===== src/rtl/jtag_host_if.sv =====
// jtag_host_if: request/response handshake and JTAG pin bundle for jtag_host.
//   Request : i_req_valid, o_req_ready, i_req_ir, i_req_len[6:0], i_req_data[63:0]
//   Response: o_resp_valid, i_resp_ready, o_resp_data[63:0]
//   JTAG    : o_tck, o_tms, o_tdi (driven toward the target), i_tdo (from the target)
// Signal prefixes are from the host's point of view. The master modport is the
// host; the slave modport is whatever sits on the other side (bus user plus TAP).
interface jtag_host_if;
    logic        i_req_valid;
    logic        o_req_ready;
    logic        i_req_ir;
    logic [6:0]  i_req_len;
    logic [63:0] i_req_data;
    logic        o_resp_valid;
    logic        i_resp_ready;
    logic [63:0] o_resp_data;
    logic        o_tck;
    logic        o_tms;
    logic        o_tdi;
    logic        i_tdo;

    modport master (
        input  i_req_valid, i_req_ir, i_req_len, i_req_data, i_resp_ready, i_tdo,
        output o_req_ready, o_resp_valid, o_resp_data, o_tck, o_tms, o_tdi
    );

    modport slave (
        output i_req_valid, i_req_ir, i_req_len, i_req_data, i_resp_ready, i_tdo,
        input  o_req_ready, o_resp_valid, o_resp_data, o_tck, o_tms, o_tdi
    );
endinterface


===== src/rtl/jtag_host.sv =====
// jtag_host: JTAG initiator. Each accepted request runs one IR scan, one DR scan
// or a TAP reset sequence (len=0), starting and ending in Run-Test/Idle, and
// returns the captured TDO bits on the response channel.
//   i_clk   : system clock
//   i_nrst  : asynchronous active-low reset
//   bus     : jtag_host_if.master (request, response and JTAG pins)
// CLK_DIV is the number of i_clk cycles per TCK half-period (>= 1).
module jtag_host #(
    parameter int CLK_DIV = 2
) (
    input  logic        i_clk,
    input  logic        i_nrst,
    jtag_host_if.master bus
);

    localparam int               DIV_W    = (CLK_DIV > 1) ? $clog2(CLK_DIV) : 1;
    localparam logic [DIV_W-1:0] DIV_LAST = DIV_W'(CLK_DIV - 1);

    typedef enum logic [2:0] {IDLE, PRE, SHIFT, POST, RESP} state_t;

    state_t           state_q, state_d;
    logic [DIV_W-1:0] div_q;
    logic             tck_q;
    logic             tms_q, tms_d;
    logic             tdi_q, tdi_d;
    logic [6:0]       bit_q, bit_d;
    logic [6:0]       bit_nxt;
    logic             ir_q;
    logic [6:0]       len_q;
    logic [63:0]      data_q;
    logic [63:0]      cap_q;
    logic [6:0]       len_clip;
    logic [6:0]       pre_len;
    logic [6:0]       phase_len;
    logic             last_bit;
    logic             bit_done;
    logic             sample;
    logic             accept;

    // Header TMS bit for index idx of the PRE phase.
    //   reset: 1,1,1,1,1,0   IR: 1,1,0,0   DR: 1,0,0
    function automatic logic pre_tms(input logic is_rst, input logic is_ir, input logic [6:0] idx);
        if (is_rst)
            return idx < 7'd5;
        else if (is_ir)
            return idx < 7'd2;
        else
            return idx == 7'd0;
    endfunction

    assign len_clip  = (bus.i_req_len > 7'd64) ? 7'd64 : bus.i_req_len;
    assign pre_len   = (len_q == 7'd0) ? 7'd6 : (ir_q ? 7'd4 : 7'd3);
    assign phase_len = (state_q == PRE) ? pre_len : (state_q == SHIFT) ? len_q : 7'd2;
    assign last_bit  = (bit_q == phase_len - 7'd1);
    assign bit_nxt   = bit_q + 7'd1;

    // A bit ends on the last cycle of its high half; TDO is taken on the first
    // cycle TCK is high, i.e. the cycle in which the target sees the rising edge.
    assign bit_done  = tck_q && (div_q == DIV_LAST);
    assign sample    = (state_q == SHIFT) && tck_q && (div_q == '0);

    always_comb begin
        state_d = state_q;
        bit_d   = bit_q;
        tms_d   = tms_q;
        tdi_d   = tdi_q;
        accept  = 1'b0;
        case (state_q)
            IDLE: begin
                if (bus.i_req_valid) begin
                    accept  = 1'b1;
                    state_d = PRE;
                    bit_d   = 7'd0;
                    tms_d   = 1'b1;
                    tdi_d   = 1'b0;
                end
            end
            PRE: begin
                if (bit_done) begin
                    if (!last_bit) begin
                        bit_d = bit_nxt;
                        tms_d = pre_tms(len_q == 7'd0, ir_q, bit_nxt);
                    end else if (len_q == 7'd0) begin
                        state_d = RESP;
                        tms_d   = 1'b0;
                    end else begin
                        state_d = SHIFT;
                        bit_d   = 7'd0;
                        tms_d   = (len_q == 7'd1);
                        tdi_d   = data_q[0];
                    end
                end
            end
            SHIFT: begin
                if (bit_done) begin
                    if (last_bit) begin
                        state_d = POST;
                        bit_d   = 7'd0;
                        tms_d   = 1'b1;
                        tdi_d   = 1'b0;
                    end else begin
                        bit_d = bit_nxt;
                        // TMS rises on the final shift bit to leave via Exit1.
                        tms_d = (bit_nxt == len_q - 7'd1);
                        tdi_d = data_q[bit_nxt[5:0]];
                    end
                end
            end
            POST: begin
                if (bit_done) begin
                    if (last_bit) begin
                        state_d = RESP;
                    end else begin
                        bit_d = bit_nxt;
                    end
                    tms_d = 1'b0;
                end
            end
            RESP: begin
                if (bus.i_resp_ready) begin
                    state_d = IDLE;
                end
            end
            default: state_d = IDLE;
        endcase
    end

    always_ff @(posedge i_clk or negedge i_nrst) begin
        if (!i_nrst) begin
            state_q <= IDLE;
            bit_q   <= 7'd0;
            div_q   <= '0;
            tck_q   <= 1'b0;
            tms_q   <= 1'b0;
            tdi_q   <= 1'b0;
        end else begin
            state_q <= state_d;
            bit_q   <= bit_d;
            tms_q   <= tms_d;
            tdi_q   <= tdi_d;
            // TCK runs only while a scan is on the wire; each half lasts CLK_DIV cycles.
            if (state_q == PRE || state_q == SHIFT || state_q == POST) begin
                if (div_q == DIV_LAST) begin
                    div_q <= '0;
                    tck_q <= ~tck_q;
                end else begin
                    div_q <= div_q + DIV_W'(1);
                end
            end else begin
                div_q <= '0;
                tck_q <= 1'b0;
            end
        end
    end

    // Request payload and capture register carry no reset; the response data
    // output is gated so nothing leaks out while idle or in reset.
    always_ff @(posedge i_clk) begin
        if (accept) begin
            ir_q   <= bus.i_req_ir;
            len_q  <= len_clip;
            data_q <= bus.i_req_data;
            cap_q  <= '0;
        end else if (sample) begin
            // Writing shift k into bit k leaves the result right-aligned and
            // zero above len without a final alignment step.
            cap_q[bit_q[5:0]] <= bus.i_tdo;
        end
    end

    assign bus.o_req_ready  = i_nrst && (state_q == IDLE);
    assign bus.o_resp_valid = (state_q == RESP);
    assign bus.o_resp_data  = (state_q == RESP) ? cap_q : 64'd0;
    assign bus.o_tck        = tck_q;
    assign bus.o_tms        = tms_q;
    assign bus.o_tdi        = tdi_q;

endmodule

===== src/flat_wrapper.sv =====
// flat-port wrapper written by rule: the top's interface ports become plain ports
module jtag_host_flat 
#(
    parameter int CLK_DIV = 2
)
  (i_clk, i_nrst, bus_i_req_valid, bus_i_req_ir, bus_i_req_len, bus_i_req_data, bus_i_resp_ready, bus_i_tdo, bus_o_req_ready, bus_o_resp_valid, bus_o_resp_data, bus_o_tck, bus_o_tms, bus_o_tdi);
  jtag_host_if bus_i ();
  input  logic i_clk;
  input  logic i_nrst;
  input wire logic [$bits(bus_i.i_req_valid)-1:0] bus_i_req_valid;
  input wire logic [$bits(bus_i.i_req_ir)-1:0] bus_i_req_ir;
  input wire logic [$bits(bus_i.i_req_len)-1:0] bus_i_req_len;
  input wire logic [$bits(bus_i.i_req_data)-1:0] bus_i_req_data;
  input wire logic [$bits(bus_i.i_resp_ready)-1:0] bus_i_resp_ready;
  input wire logic [$bits(bus_i.i_tdo)-1:0] bus_i_tdo;
  output wire logic [$bits(bus_i.o_req_ready)-1:0] bus_o_req_ready;
  output wire logic [$bits(bus_i.o_resp_valid)-1:0] bus_o_resp_valid;
  output wire logic [$bits(bus_i.o_resp_data)-1:0] bus_o_resp_data;
  output wire logic [$bits(bus_i.o_tck)-1:0] bus_o_tck;
  output wire logic [$bits(bus_i.o_tms)-1:0] bus_o_tms;
  output wire logic [$bits(bus_i.o_tdi)-1:0] bus_o_tdi;
  assign bus_i.i_req_valid = bus_i_req_valid;
  assign bus_i.i_req_ir = bus_i_req_ir;
  assign bus_i.i_req_len = bus_i_req_len;
  assign bus_i.i_req_data = bus_i_req_data;
  assign bus_i.i_resp_ready = bus_i_resp_ready;
  assign bus_i.i_tdo = bus_i_tdo;
  assign bus_o_req_ready = bus_i.o_req_ready;
  assign bus_o_resp_valid = bus_i.o_resp_valid;
  assign bus_o_resp_data = bus_i.o_resp_data;
  assign bus_o_tck = bus_i.o_tck;
  assign bus_o_tms = bus_i.o_tms;
  assign bus_o_tdi = bus_i.o_tdi;
  jtag_host #(.CLK_DIV(CLK_DIV)) u_core (.i_clk(i_clk), .i_nrst(i_nrst), .bus(bus_i));
endmodule

===== config.mk =====
export PLATFORM = sky130hd
export DESIGN_NAME = jtag_host_flat
export DESIGN_NICKNAME = d
export VERILOG_FILES = /design/src/rtl/jtag_host_if.sv /design/src/rtl/jtag_host.sv /design/src/flat_wrapper.sv
export SDC_FILE = /design/constraint.sdc
export NUM_CORES = 1
export LEC_CHECK = 0
export ABC_AREA = 1
export BUFFER_PORTS_ARGS = -buffer_cell sky130_fd_sc_hd__clkbuf_2
export CAP_MARGIN = 25
export CORE_ASPECT_RATIO = 0.75
export CORE_MARGIN = 2
export CORE_UTILIZATION = 40
export CTS_BUF_LIST = sky130_fd_sc_hd__clkbuf_8 sky130_fd_sc_hd__clkbuf_16
export CTS_CLUSTER_SIZE = 12
export DETAILED_ROUTE_END_ITERATION = 8
export PLACE_DENSITY = 0.57
export SYNTH_ARGS = -nofsm -noshare
export SYNTH_HDL_FRONTEND = slang
export SYNTH_SLANG_ARGS = --single-unit

===== constraint.sdc =====
create_clock -name i_clk -period 9.3 [get_ports i_clk]
set_input_delay 2.325 -clock i_clk [delete_from_list [all_inputs] [get_ports i_clk]]
set_output_delay 2.325 -clock i_clk [all_outputs]
set_load 0.02 [all_outputs]

==> run metrics <==
Congestion Overflow GR 0; Max-Cap Viols 0; pin count of the biggest net entering global routing 73; post-synth top area share 0.2915; clock slew at reported path FFs 0.07 ns; hpwl dp 13230 um; main flop type after synthesis edfxtp_1; VDD IR max 0.0001293 V; Tmin final 5.338 ns; global routing met3 resource utilization 0.04528; Final Hold Viols 0; CTS buffer count 17; met1 usage 0.3027; Row Count 43; CP Data Arrival Time 3.01 ns; hold path cells 2; Setup Skew 0.01698 ns; number of global-route vias before repair 5806; placed instance area 8378 sq um; sequential share of the synthesized area 0.5116; RSZ-0062 raised after global routing false; top-count cell post-synth nand2_1; synthesized cell area 7416 sq um; hold buffer count at cts 0; Clock Sinks 150; normalized max-slew margin 0.2990; crit start category input pin; WHS Endpoint u_core.cap_q[52]$_SDFFE_PP0P_; Synth Warn # 0; leakage power total 3.703 nW; FF-to-FF path depth 13; Final Instance Area 8962 sq um; Area Growth Syn to Fin 20.85%; aggregate routed wire length 19130 um; Reg power frac 0.357; first-pass detailed-route iteration total 5; f_max 0.1873 GHz; Die Span Y 121.9 um; Top-Level Pins 146; Critical Path End Type primary output; Die X 161.2 um; Async SR Flop Fraction 0.09333; DRC violations left 0; TritonCTS clock tree yes; Initial Utilization 0.4042; global route hottest layer met1; # fillers 1836; max-slew violations 0; Clock Power Share 0.284; status finished, final reports clean; reg-to-reg slack, setup 5.74 ns; clock tree root driver cell clkbuf_16; full die area 19660 sq um; fraction of layout cells with a size suffix above 1 0.2169; worst slew pin tran 1.048 ns; multi-input logic area 3010 sq um; diodes inserted 0; Synth area leaders edfxtp_1, dfxtp_1, nand2_1, nor2_1, inv_1; worst hold path type reg -> reg; required time of the critical path 6.98 ns; period utilization 0.5740; Total GRT Usage 0.1975; first-pass GRT wire length 30270 um; vias per cell 4.930; P per Cell Area 269.2 nW/um^2; cell count after synthesis 927; register area 3794 sq um; Internal 1.448 mW; Psw 0.9649 mW; clk_lat worst skew 0.43 ns; core area 18350 sq um; Sw Share 0.3998; most area-hungry cell type in the Yosys netlist edfxtp_1; NumNets Final 1143; Longest Clk Path Bufs 2; EDFF count, synth 72; FF-to-FF End u_core.bus.o_tdi$_DFFE_PN0P_; Worst R2R Start u_core.bit_q[0]$_DFFE_PN0P_; synth unique cells 40; gpl congestion 0.8500; cts repair resizes 0; setup TNS 0 ns; met2 usage 0.2779; htree depth 4; final setup fails 0; Post-synth top cells nand2_1, nor2_1, inv_1, edfxtp_1, a21oi_1; post-CTS setup buffer count 0; Hold Startpoint u_core.cap_q[52]$_SDFFE_PP0P_; Iteration-0 DRC Markers 550; # port buffers 145; syn nets 1009; Final ANT Viol Nets 0; vias 6513; crit path max fanout 15; initial antenna violation count 0; Comb pwr share 0.359; drt wl/cell 14.48 um; Crit Path Class in -> out; #FFs+latches synth 150; Post-Syn Area per Cell 8.000 sq um
-- registers in the layout, summed over array words and instances, names as in the netlist --
register          cells
u_core.len_q          7
u_core.bus.o_tdi      1
u_core.div_q          1
u_core.data_q        64
u_core.bus.o_tms      1
u_core.ir_q           1
u_core.cap_q         64
u_core.state_q        3
u_core.bit_q          7
u_core.bus.o_tck      1
-- cells by family (layout without fill, tap and decap cells) --
family	count (synthesis)	count (layout)	synth area share
XOR/XNOR	12	12	0.01519
AND/OR/NAND/NOR	428	428	0.2507
AO/OA/AOI/OAI	169	169	0.1292
adder cells (fa/ha/maj)	5	5	0.008436
flip-flops	150	150	0.5116
buffers and inverters	163	310	0.08487
-- final cells by class --
class | instances | area share
Sequential cell | 150 | 0.4233
Clock buffer | 17 | 0.04747
Clock inverter | 15 | 0.01773
Tap cell | 247 | 0.03448
Timing Repair Buffer | 155 | 0.08935
Inverter | 123 | 0.05179
Multi-Input combinational cell | 614 | 0.3359
-- worst max-delay path, stage by stage --
cell and delay (ns):
clkbuf_2 0.34, inv_1 0.07, nor2_1 0.10, clkbuf_2 0.17
-- layer usage --
layer | vias up | wire length [um]
met5 | - | 0
met4 | 0 | 197
met3 | 17 | 1164
met1 | 2961 | 10040
li1 | 3338 | -
met2 | 197 | 7728
-- through the flow --
| step | hold WS (ns) | worst slack [ns] | instances | total power [mW] | utilization |
|---|---|---|---|---|---|
| floorplan | 0.4321 | 4.095 | 927 | 1.504 | - |
| CTS | 0.4605 | 3.946 | 1321 | 2.427 | 0.4885 |
| global route | 0.4713 | 3.813 | 1321 | 2.574 | 0.4885 |
| detailed placement | 0.4501 | 3.943 | 1289 | 1.740 | 0.4567 |
| finish | 0.4558 | 3.962 | 1321 | 2.413 | 0.4885 |
| global placement | 0.4467 | 3.947 | 1289 | 1.735 | 0.4567 |
-- power groups by stage --
stage / clock (mW) / sequential, mW / combinational, mW
after CTS: 0.697 / 0.860 / 0.870
after global routing: 0.727 / 0.870 / 0.977
final: 0.686 / 0.860 / 0.867
after floorplan: 0 / 0.865 / 0.640
after detailed placement: 0 / 0.874 / 0.866
after global placement: 0 / 0.873 / 0.862
-- worst max path at each step --
stage | start | endpoint | cells after the start
floorplan | bus_i_req_valid | u_core.data_q[0]$_DFFE_PP_ | 3
global placement | i_nrst | bus_o_req_ready | 4
detailed placement | i_nrst | bus_o_req_ready | 4
CTS | i_nrst | bus_o_req_ready | 4
global route | i_nrst | bus_o_req_ready | 4
finish | i_nrst | bus_o_req_ready | 4
-- cell usage in the layout, fill, tap and decap left out, drive strengths merged --
| cell type | instances |
|---|---|
| a22oi | 2 |
| o31ai | 1 |
| nand4 | 14 |
| buf | 10 |
| nand3b | 3 |
| a211oi | 3 |
| inv | 132 |
| edfxtp | 72 |
| clkbuf | 162 |
| o211ai | 1 |
| nor3 | 15 |
| ha | 5 |
| dfxtp | 64 |
| xnor2 | 3 |
| nand3 | 47 |
| clkinv | 3 |
| xor2 | 9 |
| or2 | 4 |
| dfrtp | 14 |
| bufinv | 1 |
| o22ai | 54 |
| clkinvlp | 2 |
| nor2 | 148 |
| nand2 | 192 |
| o21ai | 37 |
| a21oi | 67 |
| nor3b | 5 |
| a311oi | 4 |
Power figures use the tool's default switching activity.
